<file path="src/rtl/add_mul_comp_pkg.sv">
// Shared types and constants for the add/multiply/compare block.
package add_mul_comp_pkg;

    // Controller states
    typedef enum logic [1:0] {
        IDLE = 2'b00,
        MUL  = 2'b01,
        DONE = 2'b10
    } state_e;

    // Per-transaction operation select
    localparam logic [1:0] MODE_CMP_SEL = 2'b00;
    localparam logic [1:0] MODE_ADD     = 2'b01;
    localparam logic [1:0] MODE_MUL     = 2'b10;
    localparam logic [1:0] MODE_CMP     = 2'b11;

    // True when the transaction is resolved by the iterative multiplier
    function automatic logic is_mul_op(input logic [1:0] mode, input logic a_gt_b);
        return (mode == MODE_MUL) || ((mode == MODE_CMP_SEL) && a_gt_b);
    endfunction

endpackage

</file>
<file path="src/rtl/amc_shift_add_core.sv">
// Iterative shift-add multiplier datapath: one multiplier bit per step.
module amc_shift_add_core #(
    parameter int unsigned WIDTH = 4
) (
    input  logic                 clk,
    input  logic                 rst_n,
    input  logic                 load,
    input  logic                 step,
    input  logic [WIDTH-1:0]     mcand_in,
    input  logic [WIDTH-1:0]     mplier_in,
    output logic [2*WIDTH-1:0]   acc_next,
    output logic                 done
);

    localparam int unsigned CW = (WIDTH > 1) ? $clog2(WIDTH) : 1;

    logic [2*WIDTH-1:0] mcand_q;
    logic [2*WIDTH-1:0] acc_q;
    logic [WIDTH-1:0]   mplier_q;
    logic [CW-1:0]      count_q;

    // Accumulator value after the current step; also the final product on the last step
    assign acc_next = mplier_q[0] ? (acc_q + mcand_q) : acc_q;
    assign done     = step && (count_q == CW'(WIDTH - 1));

    // Operand/accumulator registers: load on start, shift on each step
    always_ff @(posedge clk or negedge rst_n) begin
        if (!rst_n) begin
            mcand_q  <= '0;
            acc_q    <= '0;
            mplier_q <= '0;
            count_q  <= '0;
        end else if (load) begin
            mcand_q  <= {{WIDTH{1'b0}}, mcand_in};
            acc_q    <= '0;
            mplier_q <= mplier_in;
            count_q  <= '0;
        end else if (step) begin
            acc_q    <= acc_next;
            mcand_q  <= mcand_q << 1;
            mplier_q <= mplier_q >> 1;
            count_q  <= count_q + CW'(1);
        end
    end

endmodule

</file>
<file path="src/rtl/add_mul_comp_seq.sv">
// Handshaked add / multiply / compare block with an iterative multiplier.
module add_mul_comp_seq
    import add_mul_comp_pkg::*;
#(
    parameter int unsigned WIDTH = 4
) (
    input  logic                 clk,
    input  logic                 rst_n,
    input  logic                 in_valid,
    output logic                 in_ready,
    input  logic [WIDTH-1:0]     a,
    input  logic [WIDTH-1:0]     b,
    input  logic [1:0]           mode,
    output logic                 out_valid,
    input  logic                 out_ready,
    output logic [2*WIDTH-1:0]   result,
    output logic                 op_mul
);

    state_e state_q, state_d;

    logic [2*WIDTH-1:0] result_q, result_d;
    logic               op_mul_q, op_mul_d;

    logic               accept;
    logic               a_gt_b;
    logic               a_eq_b;
    logic               start_mul;
    logic [WIDTH:0]     sum;
    logic [2*WIDTH-1:0] acc_next;
    logic               core_done;

    assign in_ready  = (state_q == IDLE);
    assign out_valid = (state_q == DONE);
    assign result    = result_q;
    assign op_mul    = op_mul_q;

    assign accept    = in_valid && in_ready;
    assign a_gt_b    = (a > b);
    assign a_eq_b    = (a == b);
    assign start_mul = accept && is_mul_op(mode, a_gt_b);
    assign sum       = {1'b0, a} + {1'b0, b};

    amc_shift_add_core #(
        .WIDTH (WIDTH)
    ) u_core (
        .clk       (clk),
        .rst_n     (rst_n),
        .load      (start_mul),
        .step      (state_q == MUL),
        .mcand_in  (a),
        .mplier_in (b),
        .acc_next  (acc_next),
        .done      (core_done)
    );

    // Next-state decode
    always_comb begin
        state_d = state_q;
        unique case (state_q)
            IDLE: if (accept) state_d = start_mul ? MUL : DONE;
            MUL:  if (core_done) state_d = DONE;
            DONE: if (out_ready) state_d = IDLE;
            default: state_d = IDLE;
        endcase
    end

    // Result capture: add/compare at accept, product on the last multiply step
    always_comb begin
        result_d = result_q;
        op_mul_d = op_mul_q;
        if (accept && !start_mul) begin
            op_mul_d = 1'b0;
            if (mode == MODE_CMP) begin
                result_d = {{(2*WIDTH-2){1'b0}}, a_gt_b, a_eq_b};
            end else begin
                result_d = {{(WIDTH-1){1'b0}}, sum};
            end
        end else if (core_done) begin
            result_d = acc_next;
            op_mul_d = 1'b1;
        end
    end

    // State and output registers
    always_ff @(posedge clk or negedge rst_n) begin
        if (!rst_n) begin
            state_q  <= IDLE;
            result_q <= '0;
            op_mul_q <= 1'b0;
        end else begin
            state_q  <= state_d;
            result_q <= result_d;
            op_mul_q <= op_mul_d;
        end
    end

endmodule
</file>
<file path="config.mk">
export PLATFORM = sky130hd
export DESIGN_NAME = add_mul_comp_seq
export DESIGN_NICKNAME = d
export VERILOG_FILES = /design/src/rtl/add_mul_comp_pkg.sv /design/src/rtl/amc_shift_add_core.sv /design/src/rtl/add_mul_comp_seq.sv
export SDC_FILE = /design/constraint.sdc
export NUM_CORES = 1
export LEC_CHECK = 0
export ABC_CLOCK_PERIOD_IN_PS = 2300
export CAP_MARGIN = 20
export CELL_PAD_IN_SITES_DETAIL_PLACEMENT = 1
export CELL_PAD_IN_SITES_GLOBAL_PLACEMENT = 1
export CORE_MARGIN = 2
export CORE_UTILIZATION = 41
export CTS_BUF_LIST = sky130_fd_sc_hd__clkbuf_4
export DETAILED_ROUTE_END_ITERATION = 10
export GPL_TIMING_DRIVEN = 0
export MAX_ROUTING_LAYER = met4
export PLACE_DENSITY = 0.82
export SYNTH_ARGS = -nofsm -noshare
export SYNTH_HDL_FRONTEND = slang
export SYNTH_SLANG_ARGS = --single-unit
</file>
<file path="constraint.sdc">
create_clock -name clk -period 2.3 [get_ports clk]
set_clock_uncertainty 0.05 [all_clocks]
set_input_delay 0.345 -clock clk [delete_from_list [all_inputs] [get_ports clk]]
set_output_delay 0.345 -clock clk [all_outputs]
set_load 0.02 [all_outputs]
</file>
==> impl_metrics.toml <==
[grt]
grt_max_degree = 34
gr-usage-all-layers = 0.2065
grt_overflow = 0
first_global_vias = 1892
antenna_found_initial = 0
grt_pass1_wl_um = 9328

[clock_network]
tritoncts = "yes"
clock-sinks = 33
clock_latency_ns = 0.35
numCtsBuffers = 5
htree_levels = 2
cts_buffer_depth = 2
cts_root_buffer = "clkbuf_4"
clkSlewWorstSetupHoldPaths_ns = 0.12
hold_buffers = 0

[yosys]
postSynthAreaPerCell_um2 = 9.828
synth.net_count = 253
synth-async-reset-ratio = 1.000
synthCells = 221
muxShareOfSynthArea = 0.05760
synth_xor_xnor_area_share = 0.01613
synthSimpleGateAreaFrac = 0.1417
ys_seq_elements = 33
synth_area_um2 = 2172
synth_compound_area_frac = 0.2414
seq_area_frac_synth = 0.3802
yosys_warnings = 0
synth_edf_count = 0
yosys.area.top_type_share = 0.3802
synthTopCellsByArea = "dfrtp_1, ha_1, mux2i_1, nand2_1, o21ai_0"
synth.distinct_cells = 60
synth_top_family_by_area = "compound AO/OA/AOI/OAI gates"
ys.flop_type = "dfrtp_1"
synth_fa_ha_area_frac = 0.1106
yosys.area.top_type = "dfrtp_1"

[power]
pwr_density_cell_nw_per_um2 = 1089
leakage_nw = 1.174
clkPwrFrac = 0.155
ir_worst_vdd_mv = 0.3768
switching_power_mw = 1.172
netSwitchingFraction = 0.4136
internal_power_mw = 1.661
power_frac_seq = 0.345
combPwrFrac = 0.500

[hold_path]
min_path_type = "in -> async"

[timing]
worstMarginPinSlew_ns = 0.7635
relSlewSlack = 0.4910
drv_slew = 0
post-route-period-util = 0.9621
fmax_mhz = 451.9
finalHoldViolations = 0
holdWs_ns = 0.0002681
rsz0062_at_grt = "false"
period_minus_slack_ns = 2.213
final-setup-viol-count = 0

[route]
vias = 1786
drt-initial-drc-count = 64
via_per_inst = 5.512
avgRoutedWirePerCell_um = 17.27
drc_errors = 0
wl_um = 5597
antenna_left = 0
dr.pass1.iters = 4

[placed_design]
dp_hpwl_um = 4388
place.gp.congestion = 0.8292
numPortBuffers = 24
placed_area_um2 = 2495
dp.cells = 315

[layout]
n_antenna_cell = 0
final_area_um2 = 2601
fin_nets = 285
stdcell_count = 324
layout-drive-gt1-share = 0.1378
syn_to_final_growth_pct = 19.76

[critical_path]
end_kind = "flip-flop"
required_ns = 2.48
path_max_fanout = 4
crit_arrival_ns = 2.40
cp-start-kind = "primary input"
critPathKind = "in -> reg"

[floorplanning]
die_x_um = 76.79
num_io_pins = 25
die_h_um = 76.79
row_count = 26
coreArea_um2 = 5107
die_area_um2 = 5896
start_util = 0.4253

[flow_run]
cap_violations = 0

[run_status]
status = "complete, no violations"
per-layer routing:
metal | GRT usage | vias up | part of all wire
met5 | - | - | 0
met2 | 0.3368 | 25 | 0.49
li1 | - | 860 | -
met1 | 0.2666 | 895 | 0.47
met3 | 0.03529 | 6 | 0.024
met4 | 0.05455 | 0 | 0.012
registers in the layout, indices dropped and copies added, names as in the netlist:
name and flops:
u_core.acc_q 8, u_core.mplier_q 4, u_core.count_q 2, result 8, op_mul 1, state_q 2
u_core.mcand_q 8
logic make-up after synthesis:
group | count (synthesis)
muxes | 12
AOI/OAI and AO/OA | 69
xor gates and xnor gates | 4
DFF | 33
buffers and inverters | 23
adders and majority gates | 18
and+or+nand+nor | 62
critical path, stage by stage:
cell and delay, ns:
clkdlybuf4s50_1 0.59, ha_4 0.25, nor2b_1 0.15, o31ai_4 0.35, a211o_2 0.24, a21oi_2 0.09, a221o_1 0.37
cell type report:
| type | instances | area, µm² |
|---|---|---|
| plain buffers | 9 | 61.31 |
| inverters | 14 | 52.55 |
| flip-flops and latches | 33 | 825.8 |
| fillers | 599 | 2506 |
| clock buffers | 5 | 37.54 |
| repair buffers | 25 | 242.7 |
| multi-input cells | 165 | 1252 |
| well taps | 70 | 87.58 |
| clock inverters | 3 | 41.29 |
path summary, 6_finish.rpt:
kind / start / to / slack (ns) / depth (start not counted)
setup / recovery: a[1] / result[1]$_DFFE_PN0P_ / 0.09 / 7
hold / removal: rst_n / u_core.count_q[0]$_DFFE_PN0P_ / 0.0003 / 1
setup reg to reg: u_core.acc_q[0]$_DFFE_PN0P_ / result[6]$_DFFE_PN0P_ / 0.10 / 7
hold reg to reg: result[2]$_DFFE_PN0P_ / result[2]$_DFFE_PN0P_ / 0.47 / 1
max in group asynchronous: rst_n / result[2]$_DFFE_PN0P_ / 1.70 / 1
min in group clk: result[2]$_DFFE_PN0P_ / result[2]$_DFFE_PN0P_ / 0.47 / 1
placed cells by master, fill, tap and decap left out, drive strengths merged, types with 3 or more instances in the layout:
cell           netlist  routed
a21o                 5       5
ha                  16      16
mux2i               11      11
a211oi               4       4
nand2               26      26
o21ai               17      17
nor2                17      17
a22o                 6       6
a21oi                5       5
o211ai               7       7
dfrtp               33      33
clkdlybuf4s50        0      23
o22ai                5       5
a211o                3       3
inv                 14      14
clkbuf               4       9
buf                  5       7
xnor2                4       4
cells in the mapped netlist, types with 3 or more instances:
library cell and count:
nand2_1 26, o22ai_1 5, o21ai_0 16, dfrtp_1 33
ha_1 16, mux2i_1 10, o211ai_1 7, a21o_1 4
xnor2_1 4, nor2_1 16, a21oi_1 3, a22o_1 6
inv_1 14
power groups by stage:
stage                     Clock, mW  Sequential (mW)  Combinational (mW)
after floorplan                   0             1.00               0.904
after global placement            0            0.975                1.35
after detailed placement          0            0.988                1.41
after CTS                     0.443            0.977                1.43
after global routing          0.476             1.01                1.55
final                         0.440            0.976                1.42
what timing repair did:
| item | in CTS | in global routing |
|---|---|---|
| setup buffers | 1 | 0 |
| gates resized for setup | 1 | 4 |
| pin swaps | 0 | 3 |
| hold endpoints to repair | 0 | 0 |
| endpoints found under the setup margin | 1 | 14 |
per-stage QoR:
| stage | power, mW | utilization | setup WS [ns] | TNS [ns] |
|---|---|---|---|---|
| detailed placement | 2.399 | 0.4885 | -0.3649 | -7.968 |
| global placement | 2.327 | 0.4895 | -0.3002 | -6.151 |
| CTS | 2.850 | 0.5059 | 0.002876 | 0 |
| finish | 2.833 | 0.5093 | 0.08727 | 0 |
| floorplan | 1.905 | - | 0.1625 | 0 |
| global route | 3.040 | 0.5093 | 0.002207 | 0 |
Note: power is estimated with default switching activity, not from simulation.
